**config.mk**
```make
export PLATFORM = sky130hd
export DESIGN_NAME = ifu_prefetch
export DESIGN_NICKNAME = d
export VERILOG_FILES = /design/src/rtl/ifu_prefetch.sv
export SDC_FILE = /design/constraint.sdc
export NUM_CORES = 1
export LEC_CHECK = 0
export ABC_AREA = 1
export BUFFER_PORTS_ARGS = -buffer_cell sky130_fd_sc_hd__buf_2
export CAP_MARGIN = 25
export CORE_ASPECT_RATIO = 2
export CORE_MARGIN = 10
export CORE_UTILIZATION = 50
export CTS_CLUSTER_DIAMETER = 50
export DETAILED_ROUTE_END_ITERATION = 16
export GPL_TIMING_DRIVEN = 0
export PLACE_DENSITY_LB_ADDON = 0.25
export SLEW_MARGIN = 20
export SYNTH_ARGS = -nofsm -noshare
export SYNTH_HDL_FRONTEND = slang
export SYNTH_SLANG_ARGS = --single-unit
export TNS_END_PERCENT = 50
```
**constraint.sdc**
```tcl
create_clock -name i_clk -period 4.5 [get_ports i_clk]
set_input_delay 1.35 -clock i_clk [delete_from_list [all_inputs] [get_ports i_clk]]
set_output_delay 1.35 -clock i_clk [all_outputs]
set_load 0.005 [all_outputs]
```
**src/rtl/ifu_prefetch.sv**
```systemverilog
`default_nettype none
// ============================================================================
// Module   : ifu_prefetch
// Brief    : Credit-limited instruction prefetcher with in-order response FIFO,
//            redirect flush with stale-response draining, and fault halt.
// Revision : 1.0
// ============================================================================
module ifu_prefetch #(
    parameter int                ADDR_W   = 32,
    parameter int                INS_W    = 32,
    parameter int                DEPTH    = 4,
    parameter logic [ADDR_W-1:0] RESET_PC = 32'h8000_0000
) (
    input  logic              i_clk,
    input  logic              i_rst,
    output logic              o_req_valid,
    input  logic              i_req_ready,
    output logic [ADDR_W-1:0] o_req_addr,
    input  logic              i_rsp_valid,
    input  logic [INS_W-1:0]  i_rsp_data,
    input  logic              i_rsp_err,
    input  logic              i_redirect,
    input  logic [ADDR_W-1:0] i_redirect_pc,
    output logic              o_ins_valid,
    input  logic              i_ins_ready,
    output logic [INS_W-1:0]  o_ins,
    output logic [ADDR_W-1:0] o_ins_pc,
    output logic              o_ins_err
);

    localparam int                PW      = $clog2(DEPTH);
    localparam int                CW      = $clog2(DEPTH) + 1;
    localparam logic [CW-1:0]     C_ONE   = CW'(1);
    localparam logic [CW-1:0]     C_ZERO  = '0;
    localparam logic [PW-1:0]     C_PONE  = PW'(1);
    localparam logic [CW:0]       C_DEPTH = (CW+1)'(DEPTH);
    localparam logic [ADDR_W-1:0] C_STEP  = ADDR_W'(INS_W / 8);

    typedef enum logic [1:0] {
        S_BOOT  = 2'd0,
        S_RUN   = 2'd1,
        S_DRAIN = 2'd2,
        S_HALT  = 2'd3
    } state_t;

    state_t              r_state;
    logic [ADDR_W-1:0]   r_fpc;
    logic [CW-1:0]       r_outst;
    logic [CW-1:0]       r_stale;
    logic [CW-1:0]       r_cnt;
    logic [PW-1:0]       r_wr;
    logic [PW-1:0]       r_rd;
    logic [PW-1:0]       r_awr;
    logic [PW-1:0]       r_ard;

    logic [ADDR_W-1:0]   r_amem [DEPTH];
    logic [INS_W-1:0]    r_dmem [DEPTH];
    logic [ADDR_W-1:0]   r_pmem [DEPTH];
    logic                r_emem [DEPTH];

    logic [CW:0]         w_used;
    logic                w_req_valid;
    logic                w_acc;
    logic                w_rsp;
    logic                w_redir;
    logic                w_push;
    logic                w_pop;
    logic                w_nonempty;
    logic [CW-1:0]       w_outst_nxt;

    // Buffered plus in-flight never exceeds DEPTH, so a push always has room.
    assign w_used      = {1'b0, r_cnt} + {1'b0, r_outst};
    assign w_req_valid = (r_state == S_RUN) && (w_used < C_DEPTH);
    assign w_acc       = w_req_valid && i_req_ready;
    assign w_rsp       = i_rsp_valid && (r_outst != C_ZERO);
    assign w_redir     = i_redirect && (r_state != S_BOOT);
    assign w_push      = w_rsp && !w_redir && ((r_state == S_RUN) || (r_state == S_HALT));
    assign w_nonempty  = (r_cnt != C_ZERO);
    assign w_pop       = w_nonempty && i_ins_ready;
    assign w_outst_nxt = r_outst + (w_acc ? C_ONE : C_ZERO) - (w_rsp ? C_ONE : C_ZERO);

    always_ff @(posedge i_clk or posedge i_rst) begin
        if (i_rst) begin
            r_state <= S_BOOT;
            r_fpc   <= RESET_PC;
            r_outst <= C_ZERO;
            r_stale <= C_ZERO;
            r_cnt   <= C_ZERO;
            r_wr    <= '0;
            r_rd    <= '0;
            r_awr   <= '0;
            r_ard   <= '0;
        end else begin
            r_outst <= w_outst_nxt;
            if (w_acc) begin
                r_fpc <= r_fpc + C_STEP;
                r_awr <= r_awr + C_PONE;
            end
            if (w_rsp && (r_state != S_DRAIN)) begin
                r_ard <= r_ard + C_PONE;
            end
            if (w_push) begin
                r_wr <= r_wr + C_PONE;
            end
            if (w_pop) begin
                r_rd <= r_rd + C_PONE;
            end
            if (w_push && !w_pop) begin
                r_cnt <= r_cnt + C_ONE;
            end else if (!w_push && w_pop) begin
                r_cnt <= r_cnt - C_ONE;
            end

            case (r_state)
                S_BOOT:  r_state <= S_RUN;
                S_RUN:   if (w_push && i_rsp_err) r_state <= S_HALT;
                S_DRAIN: begin
                    if (w_rsp) begin
                        r_stale <= r_stale - C_ONE;
                        if (r_stale == C_ONE) r_state <= S_RUN;
                    end
                end
                S_HALT:  r_state <= S_HALT;
                default: r_state <= S_BOOT;
            endcase

            // Flush overrides everything above; in-flight requests become stale.
            if (w_redir) begin
                r_fpc   <= i_redirect_pc;
                r_cnt   <= C_ZERO;
                r_wr    <= '0;
                r_rd    <= '0;
                r_awr   <= '0;
                r_ard   <= '0;
                r_stale <= w_outst_nxt;
                r_state <= (w_outst_nxt != C_ZERO) ? S_DRAIN : S_RUN;
            end
        end
    end

    always_ff @(posedge i_clk) begin
        if (w_acc) begin
            r_amem[r_awr] <= r_fpc;
        end
        if (w_push) begin
            r_dmem[r_wr] <= i_rsp_data;
            r_pmem[r_wr] <= r_amem[r_ard];
            r_emem[r_wr] <= i_rsp_err;
        end
    end

    assign o_req_valid = w_req_valid;
    assign o_req_addr  = r_fpc;
    assign o_ins_valid = w_nonempty;
    assign o_ins       = w_nonempty ? r_dmem[r_rd] : '0;
    assign o_ins_pc    = w_nonempty ? r_pmem[r_rd] : '0;
    assign o_ins_err   = w_nonempty ? r_emem[r_rd] : 1'b0;

endmodule
`default_nettype wire

```
; Word-level counts from Yosys, hierarchy flattened
; Memories as Yosys holds them, arrays and structs flattened.
; Index checks and enable logic that the tools add are counted.
[word_totals]
regBits = 51
ramBits = 388
in_bits = 71
out_inout_bits = 99
wordCells = 93
memories = 4
[mem_list]
columns = name, depth, word_bits, read_ports, rd_ports_with_merged_regs, write_ports, line_no
row1 = r_amem, 4, 32, 1, 0, 1, 56  ; logic [ADDR_W-1:0] r_amem [DEPTH];
row2 = r_dmem, 4, 32, 1, 0, 1, 57  ; logic [INS_W-1:0] r_dmem [DEPTH];
row3 = r_pmem, 4, 32, 1, 0, 1, 58  ; logic [ADDR_W-1:0] r_pmem [DEPTH];
row4 = r_emem, 4, 1, 1, 0, 1, 59  ; logic r_emem [DEPTH];
[op_classes]
n_addsub = 11
order_cmp = 1
n_eq_ne = 8
muxes = 31
n_reduce_logical = 29
[op_table]
columns = op, count
row1 = $mux W32, 4
row2 = $add A32 B3 Y32 const B, 1
row3 = $mux W2, 13
row4 = $mux W3, 6
row5 = $reduce_bool A2 Y1, 7
row6 = $reduce_bool A3 Y1, 4
row7 = $logic_and A1 B1 Y1, 11
row8 = $add A2 B1 Y2 const B, 4
row9 = $pmux W2 S4, 1
row10 = $mux W1, 7
row11 = $ne A3 B3 Y1 const B, 2
row12 = $sub A3 B1 Y3 const B, 2
row13 = $add A3 B3 Y4, 1
row14 = $eq A2 B2 Y1 const B, 2
row15 = $lt A4 B3 Y1 const B, 1
row16 = $add A3 B1 Y3, 1
row17 = $add A3 B1 Y3 const B, 1
row18 = $eq A3 B1 Y1 const B, 1
row19 = $logic_not A1 Y1, 3
row20 = $ne A3 B2 Y1 const B, 1
row21 = $reduce_and A3 Y1, 1
row22 = $sub A3 B1 Y3, 1
row23 = $eq A2 B1 Y1 const B, 1
row24 = $logic_not A2 Y1, 1
row25 = 3 further kinds, 3

; Logic depth before layout (Yosys ltp)
[depth]
ltp_word = 10
depth_mapped = 19
depth_no_buf = 18

; Worst setup path before layout
; OpenSTA, ideal clock, no wires.
[synth_timing]
kind = input-to-reg
startpoint = in i_redirect
endpoint = mem r_dmem[0][0], enable pin
setup_time_ns = 0.488
arrival_ns = 4.503
required_ns = 4.012
slack_ns = -0.491
path_stages = 5
path_buffers = 0
path_cell_list = inv_1 > nor2_4 > nor2_1 > nand2_2 > nor2_1
[synth_between]
elab_chain_cells = 6
[synth_lines]
columns = item, line_no
row1 = from (decl), 22  ; input logic i_redirect,
row2 = $logic_and A1 B1 Y1, 76  ; assign w_redir = i_redirect && (r_state != S_BOOT);
row3 = $logic_not A1 Y1, 77  ; assign w_push = w_rsp && !w_redir && ((r_state == S_RUN) || (r_state == S_HALT));
row4 = $logic_and A1 B1 Y1 (2 in a row), 77
row5 = $mux W1, 145  ; if (w_push) begin
row6 = $mux W1 (implied by the code), 146  ; r_dmem[r_wr] <= i_rsp_data;
row7 = to (decl), 57
; Every way passes these cells.

; Worst setup path after layout
[layout_timing]
startpoint = reg r_cnt[0]
endpoint = out o_ins_pc[21]
[layout_between]
elab_chain_cells = 2
[layout_lines]
columns = item, line_no
row1 = from (decl), 50  ; logic [CW-1:0] r_cnt;
row2 = from (signal assigned), 109  ; r_cnt <= r_cnt + C_ONE;
row3 = from (signal assigned), 111  ; r_cnt <= r_cnt - C_ONE;
row4 = $reduce_bool A3 Y1, 78  ; assign w_nonempty = (r_cnt != C_ZERO);
row5 = $mux W32, 156  ; assign o_ins_pc = w_nonempty ? r_pmem[r_rd] : '0;
row6 = to (decl), 27  ; output logic [ADDR_W-1:0] o_ins_pc,
; Every way passes these cells.

==> out/metrics.yaml <==
outcome:
  status: "complete, no violations"
final_layout:
  final_nets: 1969
  area_growth_pct: 16.98
  drive_gt1_share_pct: 16.03
  utilization_pct: 59.02
clock_tree:
  cts_max_path_buffers: 3
  cts_root_buf: "clkbuf_16"
  clk_pin_slew_worst_paths_ns: 0.07
  htree_levels: 2
  cts-hold-fix-buffers: 0
  cts.sinks: 439
  postCtsResizedCells: 0
  clock_latency_ns: 0.54
  cts_made_buffers: 38
  postCtsSetupRepairBufs: 0
  cts_tree: "done"
synth:
  synth_top_area_share_pct: 63.42
  synthTopCellsByArea: "edfxtp_1 (63%), nor2_1 (8.8%), dfrtp_1 (6.8%)"
  ys_types: 35
  syn_area_sq_mm: 0.01837
  synth-edff-count: 388
  yosysMostFrequentCell: "nor2_1"
  postSynth.asyncResetShare_pct: 11.62
  yosys_warnings: 0
  synth_common_cells: "nor2_1 (430), edfxtp_1 (388), o21ai_0 (218), nand2_1 (201), a21oi_1 (76)"
  synth.net_count: 1743
  ys_dominant_reg_cell: "edfxtp_1"
  synthCells: 1655
  synth_area_leader_cell: "edfxtp_1"
  ys_ff_latch: 439
  postSynthAreaPerCell_sq_um: 11.10
  seq_area_frac_synth_pct: 70.37
floorplanning:
  core_sq_mm: 0.03642
  initial_utilization_pct: 50.45
  die_area_sq_mm: 0.04528
  fp.dieH_um: 291.1
  io_pins: 170
  row_count: 99
  die_x_um: 155.5
power_and_ir_drop:
  combPwrFrac_pct: 34.6
  p_int_mw: 8.795
  switchingPower_mw: 5.311
  power_frac_clock_pct: 23.4
  seqPwrFrac_pct: 42.0
  power.leakage_nw: 8.029
  vdd_drop_max_mv: 0.4249
  swShare_pct: 37.65
  powerDensity_mw_per_mm2: 656.3
  finalPower_mw: 14.11
detailed_routing:
  vias: 13000
  avgRoutedWirePerCell_um: 21.34
  drc: 0
  vias_per_cell: 5.497
  drt.antenna.violating_nets: 0
  firstDrtPassIters: 5
  wl_um: 50440
  first_iter_violations: 680
flow_run:
  cap_violations: 0
timing:
  timing.final.ws_setup_ns: 0.3434
  report.final.slew_viol_count: 0
  max_freq_ghz: 0.2406
  worst_pin_slew_ns: 0.7076
  final-setup-viol-count: 0
  hold_ws_ns: 0.4975
  hold_violations: 0
  slew_headroom_pct: 52.57
  skew_ns: 0.02084
  final.setup.tns_ns: 0
  finalCriticalPeriod_ns: 4.157
  finalCritPeriodShare_pct: 92.37
  rsz0062_at_grt: "false"
worst_setup_path:
  startpoint_type: "flop"
  critPathTopFamily: "buffers and inverters"
  cp_cell_sequence: "nor3_2 -> clkbuf_1 -> buf_2 -> a21oi_1 -> buf_2"
  crit_path_end_kind: "output port"
  cp_max_fo: 10
  path_buf_inv: 3
  slowest_delay_ns: 0.62
  critPathRequiredTime_ns: 3.15
  cpMostUsedCell: "buf_2"
  criticalPathCategory: "reg -> out"
  cp.arrival_ns: 2.81
  cp_slowest_cell: "nor3_2"
global_routing:
  grt_pass1_wl_um: 75730
  antenna_found_initial: 1
  grt_overflow_total: 0
  met1_usage_pct: 21.66
  met2_usage_pct: 42.25
  grt.total_usage_pct: 21.75
  grt_max_degree: 43
  grt_pass1_vias: 13330
  top_usage_layer: "met2"
  grtUsageMet3_pct: 3.397
placed_design:
  place.gp.congestion: 0.9852
  pre_cts_ws_ns: 0.6913
  portBuffers: 169
  dpl.hpwl_um: 36430
worst_hold_path:
  hold_path.class: "reg -> reg"
[metal layers]
metal | vias up | share of wire (%)
li1 | 6167 | -
met1 | 6250 | 34
met2 | 478 | 57
met3 | 100 | 5.4
met4 | 0 | 4.3
met5 | - | 0
[cells in the final DEF (no fill, tap or decap), types with 5 or more instances in the layout]
master and n:
nand2_1 201, ha_1 15, nor2_1 422, buf_2 201, nand3_1 41, a21oi_1 76, o22ai_1 32, clkbuf_16 39
dfrtp_1 50, clkbuf_1 49, o21ai_1 10, nor2_4 11, edfxtp_1 388, nand4_1 5, buf_16 7, buf_12 10
o21ai_0 218, buf_1 5, inv_1 67, clkinv_2 10
[sequential cells by signal (all words and copies together) (netlist names)]
register and cells:
r_amem 128, r_dmem 128, r_pmem 128, o_req_addr 32
r_emem 4, r_cnt 3, r_outst 3, r_stale 3
r_ard 2, r_awr 2, r_rd 2, r_state 2
r_wr 2
[worst min-delay path: cells and delay by family, from the launching register on]
kind / cells / cell delay [ns]
AO/OA/AOI/OAI: 1 / 0.06
flip-flops: 1 / 0.34
AND/OR/NAND/NOR: 1 / 0.05
[power groups by stage]
stage	sequential [mW]	combinational, mW	clock, mW
2_1_floorplan	5.83	2.82	0
3_3_place_gp	6.03	4.66	0
3_5_place_dp	6.00	4.93	0
4_1_cts	5.92	4.95	3.33
5_1_grt	6.00	5.44	3.53
6_report	5.93	4.88	3.30
[metrics by stage]
step,cell area (sq um),instances
after floorplan,18370,1655
after global placement,19790,2278
after detailed placement,20240,2295
after CTS,21490,2363
after global routing,21490,2364
final,21490,2364
[logic make-up (layout without fill, tap and decap cells)]
group,count (synthesis),count (layout),share of synthesized area (%)
fa+ha+maj,17,17,1.239
buf+inv,156,410,3.568
compound gates,343,343,9.657
xor+xnor,5,5,0.2384
flops,439,439,70.37
mux,2,2,0.1090
simple gates,693,693,14.82
other cells,0,1,0
[final timing paths]
path,start,end,slack (ns),depth (start not counted)
worst max register to register,r_outst[1],r_state[1],1.19,19
worst min-delay path,r_stale[1],r_stale[1],0.50,2
worst max-delay path,r_cnt[0],o_ins_pc[21],0.34,5
max in group asynchronous,i_rst,o_req_addr[31],3.25,3
worst min register to register,r_stale[1],r_stale[1],0.50,2
min in group asynchronous,i_rst,o_req_addr[3],0.71,2
[cell type report]
| class | instances | area, sq um |
|---|---|---|
| Multi-Input combinational cell | 1060 | 4848 |
| Inverter | 71 | 269.0 |
| Clock inverter | 22 | 225.2 |
| Clock buffer | 46 | 1022 |
| Fill cell | 2991 | 14930 |
| Buffer | 85 | 389.1 |
| Timing Repair Buffer | 186 | 1239 |
| Antenna cell | 1 | 2.502 |
| Sequential cell | 439 | 12930 |
| Tap cell | 454 | 568.0 |
Power figures use the tool's default switching activity.
